File: config.mk
export PLATFORM = sky130hd
export DESIGN_NAME = adder_share_arbiter_flat
export DESIGN_NICKNAME = d
export VERILOG_FILES = /design/src/rtl/adder_share_arbiter_pkg.sv /design/src/rtl/adder_share_arbiter_if.sv /design/src/rtl/adder_share_arbiter_rr_arbiter.sv /design/src/rtl/adder_share_arbiter.sv /design/src/flat_wrapper.sv
export SDC_FILE = /design/constraint.sdc
export NUM_CORES = 1
export LEC_CHECK = 0
export BUFFER_PORTS_ARGS = -buffer_cell sky130_fd_sc_hd__clkbuf_2
export CAP_MARGIN = 20
export CORE_UTILIZATION = 48
export CTS_BUF_LIST = sky130_fd_sc_hd__clkbuf_4 sky130_fd_sc_hd__clkbuf_8
export DETAILED_ROUTE_END_ITERATION = 12
export PLACE_DENSITY = 0.89
export SKIP_CTS_REPAIR_TIMING = 1
export SYNTH_ARGS = -nofsm -noshare
export SYNTH_HDL_FRONTEND = slang
export SYNTH_SLANG_ARGS = --single-unit
File: constraint.sdc
create_clock -name clk -period 4.1 [get_ports clk]
set_clock_uncertainty 0.1 [all_clocks]
set_input_delay 0.205 -clock clk [delete_from_list [all_inputs] [get_ports clk]]
set_output_delay 0.205 -clock clk [all_outputs]
set_load 0.01 [all_outputs]
File: src/rtl/adder_share_arbiter_pkg.sv
// Shared definitions for the round-robin adder-sharing block and its grant logic.
package adder_share_pkg;

    localparam int NREQ_DEF  = 4;
    localparam int WIDTH_DEF = 8;
    localparam int CNTW_DEF  = 16;

    function automatic int idx_w(input int n);
        return $clog2(n);
    endfunction

    typedef enum logic {
        EMPTY = 1'b0,
        FULL  = 1'b1
    } out_state_e;

endpackage

File: src/rtl/adder_share_arbiter_if.sv
// Requester and result handshake bundle for adder_share_arbiter.
interface adder_share_arbiter_if #(
    parameter int NREQ  = adder_share_pkg::NREQ_DEF,
    parameter int WIDTH = adder_share_pkg::WIDTH_DEF,
    parameter int CNTW  = adder_share_pkg::CNTW_DEF
);
    localparam int IW = adder_share_pkg::idx_w(NREQ);

    logic                    ena;
    logic [NREQ-1:0]         req_valid;
    logic [NREQ-1:0]         req_ready;
    logic [NREQ*WIDTH-1:0]   req_a;
    logic [NREQ*WIDTH-1:0]   req_b;
    logic                    rsp_valid;
    logic                    rsp_ready;
    logic [IW-1:0]           rsp_id;
    logic [WIDTH-1:0]        rsp_sum;
    logic                    rsp_carry;
    logic [CNTW-1:0]         txn_count;

    modport master (
        output ena, req_valid, req_a, req_b, rsp_ready,
        input  req_ready, rsp_valid, rsp_id, rsp_sum, rsp_carry, txn_count
    );

    modport slave (
        input  ena, req_valid, req_a, req_b, rsp_ready,
        output req_ready, rsp_valid, rsp_id, rsp_sum, rsp_carry, txn_count
    );

endinterface

File: src/rtl/adder_share_arbiter_rr_arbiter.sv
// Combinational round-robin grant: first requester after 'last', wrapping modulo NREQ.
module rr_arbiter
    import adder_share_pkg::*;
#(
    parameter int NREQ = NREQ_DEF
) (
    input  logic [NREQ-1:0]          req,
    input  logic [idx_w(NREQ)-1:0]   last,
    output logic [NREQ-1:0]          gnt_oh,
    output logic [idx_w(NREQ)-1:0]   gnt_idx,
    output logic                     any
);
    localparam int IW = idx_w(NREQ);

    logic [IW-1:0] cand;

    // NREQ is a power of two, so the IW-bit add wraps the search for free.
    always_comb begin
        gnt_idx = '0;
        any     = 1'b0;
        cand    = '0;
        for (int k = 1; k <= NREQ; k++) begin
            cand = last + IW'(k);
            if (!any && req[cand]) begin
                any     = 1'b1;
                gnt_idx = cand;
            end
        end
        gnt_oh = any ? (NREQ'(1) << gnt_idx) : '0;
    end

endmodule

File: src/rtl/adder_share_arbiter.sv
// One WIDTH-bit adder shared round-robin among NREQ requesters, with a
// single-entry registered result stage that can drain and refill every cycle.
module adder_share_arbiter
    import adder_share_pkg::*;
#(
    parameter int NREQ  = NREQ_DEF,
    parameter int WIDTH = WIDTH_DEF,
    parameter int CNTW  = CNTW_DEF
) (
    input  logic                 clk,
    input  logic                 rst,
    adder_share_arbiter_if.slave bus
);
    localparam int IW = idx_w(NREQ);

    out_state_e       state_q, state_d;
    logic [IW-1:0]    rr_last_q, rr_last_d;
    logic [IW-1:0]    rsp_id_q, rsp_id_d;
    logic [WIDTH-1:0] sum_q, sum_d;
    logic             carry_q, carry_d;
    logic [CNTW-1:0]  txn_count_q, txn_count_d;

    logic [NREQ-1:0]  gnt_oh;
    logic [IW-1:0]    gnt_idx;
    logic             any_req;
    logic             can_accept;
    logic             accept;
    logic [WIDTH-1:0] a_sel, b_sel;
    logic [WIDTH:0]   sum_full;

    rr_arbiter #(.NREQ(NREQ)) u_arb (
        .req     (bus.req_valid),
        .last    (rr_last_q),
        .gnt_oh  (gnt_oh),
        .gnt_idx (gnt_idx),
        .any     (any_req)
    );

    // A full stage being drained this cycle frees the slot for the next winner.
    assign can_accept    = bus.ena & ((state_q == EMPTY) | bus.rsp_ready);
    assign accept        = can_accept & any_req;
    assign bus.req_ready = {NREQ{can_accept}} & gnt_oh;

    always_comb begin
        a_sel = '0;
        b_sel = '0;
        for (int i = 0; i < NREQ; i++) begin
            if (gnt_idx == IW'(i)) begin
                a_sel = bus.req_a[i*WIDTH +: WIDTH];
                b_sel = bus.req_b[i*WIDTH +: WIDTH];
            end
        end
        sum_full = {1'b0, a_sel} + {1'b0, b_sel};
    end

    always_comb begin
        state_d     = state_q;
        rr_last_d   = rr_last_q;
        rsp_id_d    = rsp_id_q;
        sum_d       = sum_q;
        carry_d     = carry_q;
        txn_count_d = txn_count_q;
        case (state_q)
            EMPTY:   if (accept) state_d = FULL;
            FULL:    if (!accept && bus.rsp_ready) state_d = EMPTY;
            default: state_d = EMPTY;
        endcase
        if (accept) begin
            rr_last_d   = gnt_idx;
            rsp_id_d    = gnt_idx;
            sum_d       = sum_full[WIDTH-1:0];
            carry_d     = sum_full[WIDTH];
            txn_count_d = txn_count_q + CNTW'(1);
        end
    end

    always_ff @(posedge clk or posedge rst) begin
        if (rst) begin
            state_q     <= EMPTY;
            rr_last_q   <= IW'(NREQ - 1);
            rsp_id_q    <= '0;
            sum_q       <= '0;
            carry_q     <= 1'b0;
            txn_count_q <= '0;
        end else begin
            state_q     <= state_d;
            rr_last_q   <= rr_last_d;
            rsp_id_q    <= rsp_id_d;
            sum_q       <= sum_d;
            carry_q     <= carry_d;
            txn_count_q <= txn_count_d;
        end
    end

    assign bus.rsp_valid = (state_q == FULL);
    assign bus.rsp_id    = rsp_id_q;
    assign bus.rsp_sum   = sum_q;
    assign bus.rsp_carry = carry_q;
    assign bus.txn_count = txn_count_q;

endmodule
File: src/flat_wrapper.sv
// flat-port wrapper written by rule: the top's interface ports become plain ports
module adder_share_arbiter_flat import adder_share_pkg::*;
#(
    parameter int NREQ  = NREQ_DEF,
    parameter int WIDTH = WIDTH_DEF,
    parameter int CNTW  = CNTW_DEF
)
  (clk, rst, bus_ena, bus_req_valid, bus_req_a, bus_req_b, bus_rsp_ready, bus_req_ready, bus_rsp_valid, bus_rsp_id, bus_rsp_sum, bus_rsp_carry, bus_txn_count);
  adder_share_arbiter_if #(.NREQ(NREQ), .WIDTH(WIDTH), .CNTW(CNTW)) bus_i ();
  input  logic clk;
  input  logic rst;
  input wire logic [$bits(bus_i.ena)-1:0] bus_ena;
  input wire logic [$bits(bus_i.req_valid)-1:0] bus_req_valid;
  input wire logic [$bits(bus_i.req_a)-1:0] bus_req_a;
  input wire logic [$bits(bus_i.req_b)-1:0] bus_req_b;
  input wire logic [$bits(bus_i.rsp_ready)-1:0] bus_rsp_ready;
  output wire logic [$bits(bus_i.req_ready)-1:0] bus_req_ready;
  output wire logic [$bits(bus_i.rsp_valid)-1:0] bus_rsp_valid;
  output wire logic [$bits(bus_i.rsp_id)-1:0] bus_rsp_id;
  output wire logic [$bits(bus_i.rsp_sum)-1:0] bus_rsp_sum;
  output wire logic [$bits(bus_i.rsp_carry)-1:0] bus_rsp_carry;
  output wire logic [$bits(bus_i.txn_count)-1:0] bus_txn_count;
  assign bus_i.ena = bus_ena;
  assign bus_i.req_valid = bus_req_valid;
  assign bus_i.req_a = bus_req_a;
  assign bus_i.req_b = bus_req_b;
  assign bus_i.rsp_ready = bus_rsp_ready;
  assign bus_req_ready = bus_i.req_ready;
  assign bus_rsp_valid = bus_i.rsp_valid;
  assign bus_rsp_id = bus_i.rsp_id;
  assign bus_rsp_sum = bus_i.rsp_sum;
  assign bus_rsp_carry = bus_i.rsp_carry;
  assign bus_txn_count = bus_i.txn_count;
  adder_share_arbiter #(.NREQ(NREQ), .WIDTH(WIDTH), .CNTW(CNTW)) u_core (.clk(clk), .rst(rst), .bus(bus_i));
endmodule
==> flow_summary.toml, run 1 <==
[outcome]
outcome = "complete, no violations"

[critical_path]
critPathMaxFanout = 14
slowest_delay_ps = 630
cp-start-kind = "register"
cpMostUsedCell = "mux2i_1"
cp_slowest_cell = "nor3_4"
cp-end-kind = "register"
crit_required_ps = 4130
setup.worst_path.start = "u_core.rr_last_q[0]"
cp_cell_sequence = "nor2b_4 > o21a_1 > nor3_4 > mux2i_1 > mux2i_1 > ha_1 > fa_1 > a211oi_1 > o21ai_0 > a21o_1 > a21oi_1 > o21ai_1"
arrival_ps = 3760
timing.rr.start = "u_core.rr_last_q[0]"
critPathTopFamily = "compound AO/OA/AOI/OAI gates"
crit_type = "register to register"
worstPathBufferInverterCount = 0

[pwr]
vdd_ir_drop_max_uv = 338
power.density_nw_per_um2 = 519
internal_power_uw = 887
power_switching_share_pct = 40.2
pwr-share-clk_pct = 16.3
p_comb_share_pct = 53.3
p_leak_uw = 0.00159
seq_power_share_pct = 30.4
switchingPower_uw = 596

[clocking]
cts-root-buf = "clkbuf_8"
worstSkewPairLatency_ps = 270
htree_levels = 2
clk_path_buf_depth = 2
cts_tree = "yes"
cts_sinks = 30
numCtsBuffers = 5
clkTransAtPathRegs_ps = 60

[hold_path]
hold_class = "primary input to register"
min-delay-start = "bus_ena"

[synth]
yosysUniqueCellTypes = 39
netlist_instances = 221
synth.largest_area_cell = "dfrtp_1"
yosys_warnings = 0
syn_nets = 303
synth_edf_count = 0
synthTopCellsByArea = "dfrtp_1 32%, mux2i_1 22%, ha_1 5.2%"
synth_area_um2 = 2180
ys_async_sr_fraction_pct = 100
avgSynthCellArea_um2 = 9.85
synth_ff_type = "dfrtp_1"
yosysSeqAreaShare_pct = 34.6
synth_top_area_share_pct = 32.2
yosys_register_bits = 30

[timing]
fmax_mhz = 268
post-route-min-period_ps = 3730
tns_ps = 0
worstMarginPinSlew_ps = 728
rsz0062_at_grt = "no"
timing.final.hold_violations = 0
finalSetupViolCount = 0
slew_headroom_pct = 51.5
drv_slew = 0
min_period_over_period_pct = 90.9

[global_route]
gr-total-overflow = 0
grt_pass1_vias = 1987
grt_pass1_wl_um = 8600
grtUsageTotal_pct = 22.0
grt_max_degree = 22
antenna_found_initial = 0

[floorplan]
core_area_um2 = 4350
fp.dieArea_um2 = 4810
start_util_pct = 50.0
pin_count = 104
fp.dieW_um = 69.3
core.rowCount = 24
die_y_um = 69.3

[final_layout]
fin_util_pct = 65.7
drive_gt1_share_pct = 37.9
nNetsFinal = 411
layout_common_cells = "103 x clkbuf_2, 48 x mux2i_1, 28 x nand2_1, 28 x dfrtp_1, 15 x nor2_1"
area_delta_synth_final_pct = 31.3
num-fill-cells = 358
antenna_cells = 0
layout_commonest_cell = "clkbuf_2"

[detailed_routing]
vias = 2041
drt_pass1_iterations = 4
drtIter0Drc = 95
final_antenna_net_count = 0
drc = 0
wire_per_inst_um = 13.6
wl_um = 5190
viasPerCell = 5.34

[job]
cap_violations = 0

[place]
dp_hpwl_um = 4260
io_buffer_count = 103
gp_congestion = 0.849
[layer usage]
metal | share of wire [%] | track usage (%) | routed length [um]
met2 | 51 | 36.2 | 2650
met5 | 0 | 0 | 0
met4 | 4.2 | 12.5 | 219
met1 | 40 | 27.5 | 2070
met3 | 4.9 | 3.34 | 252
[sequential cells by signal, indices dropped and copies added (netlist names)]
register and count:
u_core.bus.rsp_valid 1, u_core.bus.rsp_id 2, u_core.bus.rsp_carry 1, u_core.rr_last_q 2, u_core.bus.rsp_sum 8, u_core.bus.txn_count 16
[area by class of cell]
type	instances	area, um2	area share (%)
clock buffers	7	90.1	3.15
clock inverters	1	5.00	0.175
inverters	2	7.51	0.263
multi-input cells	180	1350	47.1
flip-flops and latches	30	753	26.3
well taps	52	65.1	2.28
repair buffers	110	591	20.7
[cells by family (layout without fill, tap and decap cells)]
kind of cell | count (synthesis) | in the layout | synth area share [%]
AOI/OAI and AO/OA | 32 | 32 | 9.08
DFF | 30 | 30 | 34.6
xor gates and xnor gates | 19 | 19 | 7.64
and+or+nand+nor | 71 | 71 | 16.1
muxes | 48 | 48 | 22.1
adders and majority gates | 10 | 10 | 6.09
buffers and inverters | 11 | 120 | 4.43
[metrics by stage]
step           hold slack [ps]  cell area [um2]  total power, uW  cells  setup WS, ps
2_1_floorplan              194             2180             1010    221           943
3_3_place_gp               355             2730             1200    372           616
3_5_place_dp               180             2750             1240    373           376
4_1_cts                   -114             2850             1490    381           358
5_1_grt                    136             2860             1600    382           111
6_report                   108             2860             1480    382           373
[worst register-to-register path, stage by stage, from the launching register on]
cell and delay [ps]:
dfstp_2 560, nor2b_4 50, o21a_1 200, nor3_4 630
mux2i_1 290, mux2i_1 100, ha_1 260, fa_1 440
a211oi_1 340, o21ai_0 210, a21o_1 190, a21oi_1 140
o21ai_1 70
[final timing paths]
| kind | to | depth (start not counted) | slack (ps) |
|---|---|---|---|
| setup reg to reg | u_core.bus.rsp_carry | 12 | 370 |
| setup / recovery | u_core.bus.rsp_carry | 12 | 370 |
| max in group asynchronous | u_core.bus.txn_count[5] | 4 | 2960 |
| hold reg to reg | u_core.bus.txn_count[15] | 1 | 360 |
| min in group asynchronous | u_core.bus.rsp_sum[6] | 3 | 440 |
| hold / removal | u_core.bus.rsp_valid | 3 | 110 |
[Yosys cell counts, drive strengths merged, types with 3 or more instances]
cell / instances
a211oi: 3
nand2: 28
o21ai: 12
a21oi: 6
nand2b: 4
nor2b: 5
nor3: 6
and3: 3
xnor2: 10
a21o: 3
nand4: 3
xor2: 9
mux2i: 48
dfrtp: 28
nor2: 15
nand3: 4
buf: 8
ha: 9
[power by group through the flow]
stage / clock network (uW) / registers (uW) / logic (uW)
after global placement: 0 / 452 / 748
final: 242 / 450 / 791
after global routing: 262 / 461 / 873
after floorplan: 0 / 479 / 536
after CTS: 248 / 450 / 791
after detailed placement: 0 / 454 / 787
Note: power is estimated with default switching activity, not from simulation.
==> run 2, diff against run 1 <==
SYNTH_HIERARCHICAL = 1   (was default)
==> run 2 against run 1 <==
Compared with the run above: critical endpoint is now u_core/bus.rsp_sum[6]; largest power group unchanged; clock power rose by 2%; sequential cell count did not move; cell count fell by 4.5%; global-route usage rose by 2.5 points; via count rose by 4.8%; non-clock buffer count fell by 2; wire length rose by 7.7%; count of clock-buffer cells in the layout did not move; critical path depth fell by 2; highest routed layer unchanged.
==> flow_summary.toml, run 2 <==
[synth]
synth_top_area_share_pct = 31.9
yosysSeqAreaShare_pct = 34.2
yosys_register_bits = 30
synthTopCellsByArea = "dfrtp_1 32%, mux4_2 16%, xnor2_1 5.2%"
yosys_warnings = 6
netlist_instances = 206
synth_area_um2 = 2200
synth.largest_area_cell = "dfrtp_1"
ys_async_sr_fraction_pct = 100
yosysUniqueCellTypes = 51
avgSynthCellArea_um2 = 10.7
synth_most_common_cell = "nand2_1"
synth_edf_count = 0
synth_ff_type = "dfrtp_1"
syn_nets = 288
synth.top_cells.by_count = "30 x nand2_1, 28 x dfrtp_1, 16 x mux4_2"

[floorplan]
die_y_um = 69.7
start_util_pct = 50.2
core_area_um2 = 4380
core.rowCount = 24
pin_count = 104
fp.dieW_um = 69.7
fp.dieArea_um2 = 4860

[detailed_routing]
drc = 0
viasPerCell = 5.86
drtIter0Drc = 120
wl_um = 5600
wire_per_inst_um = 15.3
drt_pass1_iterations = 4
vias = 2139
final_antenna_net_count = 0

[critical_path]
arrival_ps = 3580
critPathMaxFanout = 11
r2r_setup_slack_ps = 550
cp_slowest_cell = "dfstp_2"
slowest_delay_ps = 630
cp-start-kind = "register"
critPathTopFamily = "compound AO/OA/AOI/OAI gates"
worstRegToRegCells = 10
worstPathBufferInverterCount = 1
cp_cell_sequence = "nand2b_1 > a22oi_1 > o221ai_2 > buf_4 > mux4_2 > fa_1 > a211oi_1 > nor2_1 > a311oi_1 > o21ai_1"
cp-end-kind = "register"
reg2reg_to = "u_core/bus.rsp_sum[6]"
crit_type = "register to register"
timing.rr.start = "u_core/rr_last_q[1]"
setup.worst_path.start = "u_core/rr_last_q[1]"
crit_required_ps = 4130

[global_route]
gr-total-overflow = 0
grtUsageTotal_pct = 24.5
grt_max_degree = 22
grt_pass1_vias = 2130
grt_pass1_wl_um = 9500
antenna_found_initial = 0

[clocking]
cts_tree = "yes"
worstSkewPairLatency_ps = 280
clk_path_buf_depth = 2
htree_levels = 2
numCtsBuffers = 5
cts-root-buf = "clkbuf_8"
cts_sinks = 30
clkTransAtPathRegs_ps = 60

[timing]
drv_slew = 0
slew_headroom_pct = 42.5
finalSetupViolCount = 0
fmax_mhz = 282
min_period_over_period_pct = 86.6
worstMarginPinSlew_ps = 861
timing.final.hold_violations = 0
tns_ps = 0
whs_ps = 229
rsz0062_at_grt = "no"
post-route-min-period_ps = 3550

[hold_path]
hold-path-endpoint = "u_core/bus.rsp_valid"
whs_path_depth = 3
min-delay-start = "bus_rsp_ready"
hold_class = "primary input to register"

[final_layout]
drive_gt1_share_pct = 46.0
antenna_cells = 0
nNetsFinal = 394
layout_commonest_cell = "clkbuf_2"
area_delta_synth_final_pct = 31.5
largest_reg_flops = 16
layout_common_cells = "103 x clkbuf_2, 30 x nand2_1, 28 x dfrtp_1"
num-fill-cells = 348

[pwr]
seq_power_share_pct = 31.7
vdd_ir_drop_max_uv = 282
power.density_nw_per_um2 = 520
switchingPower_uw = 598
power_switching_share_pct = 39.7
p_leak_uw = 0.00146
pwr-share-clk_pct = 16.4
internal_power_uw = 906
p_comb_share_pct = 52.0

[place]
dp_hpwl_um = 4360
io_buffer_count = 103
gp_congestion = 0.845

[outcome]
outcome = "complete, no violations"

[job]
cap_violations = 0
## run 2: cell types whose count changed after synthesis, moves of 4 or more
cell	previous run	this run
xor2_1	9	4
nor2_1	15	8
nor3_1	5	1
mux2i_1	48	0
nand3_1	3	10
mux4_2	0	16
o21ai_0	7	1
## run 2: logic make-up after synthesis
| family | count (synthesis) | synth area share, % |
|---|---|---|
| DFF | 30 | 34.2 |
| buffers and inverters | 13 | 2.96 |
| adders and majority gates | 10 | 6.03 |
| and+or+nand+nor | 83 | 21.1 |
| muxes | 16 | 16.4 |
| xor gates and xnor gates | 17 | 6.77 |
| AOI/OAI and AO/OA | 37 | 12.5 |
## run 2: final cells by class
cell class	instances	area, um2	area share [%]
timing repair buffer	108	576	19.9
inverter	4	15.0	0.519
tap	52	65.1	2.25
clock inverter	1	5.00	0.173
sequential	30	753	26.0
multi-input combinational	163	1390	48.0
clock buffer	7	90.1	3.12
## run 2: how the worst max path moves through the flow
| stage | endpoint | slack, ps | depth (start not counted) |
|---|---|---|---|
| 3_3_place_gp | u_core/bus.rsp_sum[6] | 620 | 10 |
| 6_report | u_core/bus.rsp_sum[6] | 550 | 10 |
| 2_1_floorplan | u_core/bus.rsp_sum[6] | 490 | 13 |
| 5_1_grt | u_core/bus.rsp_sum[6] | 340 | 10 |
| 4_1_cts | u_core/bus.rsp_sum[6] | 540 | 10 |
| 3_5_place_dp | u_core/bus.rsp_sum[6] | 550 | 10 |
## run 2: worst register-to-register path, stage by stage (launching register included)
cell and delay, ps:
dfstp_2 630, nand2b_1 130, a22oi_1 70, o221ai_2 380, buf_4 240, mux4_2 540, fa_1 490, a211oi_1 320
nor2_1 130, a311oi_1 280, o21ai_1 80
## run 2: metrics by stage
stage | cells | setup slack (ps) | cell area, um2 | power, uW | util [%]
6_report | 365 | 549 | 2890 | 1500 | 66.0
5_1_grt | 365 | 343 | 2890 | 1610 | 66.0
4_1_cts | 364 | 535 | 2880 | 1510 | 65.7
3_5_place_dp | 356 | 548 | 2790 | 1250 | 63.6
3_3_place_gp | 355 | 616 | 2760 | 1210 | 62.9
2_1_floorplan | 206 | 492 | 2200 | 1010 | -
## run 2: power by group through the flow
| stage | Clock (uW) | Sequential (uW) | Combinational [uW] |
|---|---|---|---|
| final | 246 | 476 | 781 |
| after floorplan | 0 | 498 | 511 |
| after detailed placement | 0 | 482 | 772 |
| after global placement | 0 | 476 | 737 |
| after global routing | 266 | 492 | 854 |
| after CTS | 253 | 477 | 780 |
## run 2: routing by layer
layer,routed length (um),global-route usage (%),vias to the layer above
met5,0,0,-
met4,98,9.78,0
met3,361,3.49,9
met2,2950,44.2,109
met1,2190,29.3,1033
li1,-,-,988
==> run 3, diff against run 2 <==
CORE_MARGIN = 2   (was default)
REMOVE_ABC_BUFFERS = 1   (was default)
==> run 3 against run 2 <==
Compared with the run above: wire length shrank 3.8%; critical path depth stayed put; count of clock-buffer cells in the layout did not move; fmax fell by 1.6%; die area is 5.8% higher; sequential power rose by 0.8%; sequential share of layout area grew 0.10 points; first-iteration DRC count down 31%; worst hold slack lost 28 ps; combinational power shrank 2%; largest power group unchanged.
==> flow_summary.toml, run 3 (same netlist as run 2, synthesis figures left out) <==
[final_layout]
multi_input_area_um2 = 1390
area_delta_synth_final_pct = 30.9
drive_gt1_share_pct = 45.8
num-fill-cells = 376
fin_util_pct = 65.7
layout_common_cells = "103 x clkbuf_2, 30 x nand2_1, 28 x dfrtp_1"
seqCellArea_um2 = 753
nNetsFinal = 394
antenna_cells = 0
layout_commonest_cell = "clkbuf_2"
final_area_um2 = 2880
finalNonFillerCells = 364
largest_reg_flops = 16

[clocking]
numCtsBuffers = 5
cts-root-buf = "clkbuf_8"
cts_sinks = 30
clkTransAtPathRegs_ps = 60
worstSkewPairLatency_ps = 280
cts_tree = "yes"
htree_levels = 2
clk_path_buf_depth = 2

[timing]
fmax_mhz = 277
timing.final.hold_violations = 0
slew_headroom_pct = 39.8
whs_ps = 202
setup_slack_ps = 490
worstMarginPinSlew_ps = 901
post-route-min-period_ps = 3610
rsz0062_at_grt = "no"
min_period_over_period_pct = 88.0
finalSetupViolCount = 0
drv_slew = 0

[global_route]
antenna_found_initial = 0
grt_pass1_vias = 2123
grt_pass1_wl_um = 8830
grtUsageTotal_pct = 21.8
grt_max_degree = 31
gr-total-overflow = 0

[critical_path]
critPathMaxFanout = 11
crit_required_ps = 4140
crit_type = "register to register"
arrival_ps = 3650
cp-end-kind = "register"
cp-start-kind = "register"

[detailed_routing]
viasPerCell = 5.79
drtIter0Drc = 83
vias = 2106
drc = 0
wl_um = 5380
drt_pass1_iterations = 4
wire_per_inst_um = 14.8
final_antenna_net_count = 0

[place]
gp_congestion = 0.852
io_buffer_count = 103
pre_cts_ws_ps = 500
post_dp_cell_area_um2 = 2760
dp_hpwl_um = 4310
dpl.cell_count = 355

[floorplan]
core.rowCount = 24
fp.dieW_um = 71.7
fp.dieArea_um2 = 5140
core_area_um2 = 4380
pin_count = 104
start_util_pct = 50.2
die_y_um = 71.7

[pwr]
p_leak_uw = 0.00145
power.density_nw_per_um2 = 514
vdd_ir_drop_max_uv = 281

[outcome]
outcome = "complete, no violations"

[hold_path]
hold_class = "primary input to register"

[job]
cap_violations = 0
==> run 3: cell types whose count changed in the layout (fill, tap and decap cells not counted) <==
cell / change
clkinv_2: -1
clkbuf_8: -1
clkbuf_4: +1
==> run 3: critical path, cell delays in order, from the launching register on <==
cell	delay, ps
dfstp_2	630
nand2b_1	140
a22oi_1	70
o221ai_2	380
buf_4	250
mux4_2	540
fa_1	480
a211oi_1	370
nor2_1	130
a311oi_1	290
o21ai_1	80
==> run 3: worst paths after layout <==
kind | endpoint | from | slack (ps) | depth (start not counted)
worst max-delay path | u_core/bus.rsp_sum[6] | u_core/rr_last_q[1] | 490 | 10
min in group asynchronous | u_core/bus.rsp_sum[1] | rst | 390 | 3
worst min-delay path | u_core/bus.rsp_valid | bus_rsp_ready | 200 | 3
max in group asynchronous | u_core/bus.txn_count[5] | rst | 3030 | 4
worst max register to register | u_core/bus.rsp_sum[6] | u_core/rr_last_q[1] | 490 | 10
worst min register to register | u_core/bus.txn_count[15] | u_core/bus.txn_count[15] | 380 | 1
==> run 3: final cells by class <==
| class | instances | share of cell area [%] |
|---|---|---|
| Multi-Input combinational cell | 163 | 48.2 |
| Inverter | 4 | 0.521 |
| Sequential cell | 30 | 26.2 |
| Clock buffer | 7 | 2.91 |
| Tap cell | 52 | 2.26 |
| Timing Repair Buffer | 108 | 20.0 |
==> run 3: report_power, final <==
part           leakage, uW  switching, uW  internal (uW)
sequential        0.000378           91.7            388
clock            0.0000452            103            130
combinational      0.00103            392            376
total              0.00145            587            893
==> run 3: per-stage QoR <==
step,total power [uW],TNS [ps]
6_report,1480,0
4_1_cts,1480,0
2_1_floorplan,997,-1190
5_1_grt,1590,0
3_5_place_dp,1240,0
3_3_place_gp,1220,0
==> run 3: metal layers <==
layer | track usage (%) | wire, um
met4 | 9.22 | 104
met3 | 5.49 | 438
met1 | 23.7 | 2050
met2 | 39.8 | 2790
met5 | 0 | 0
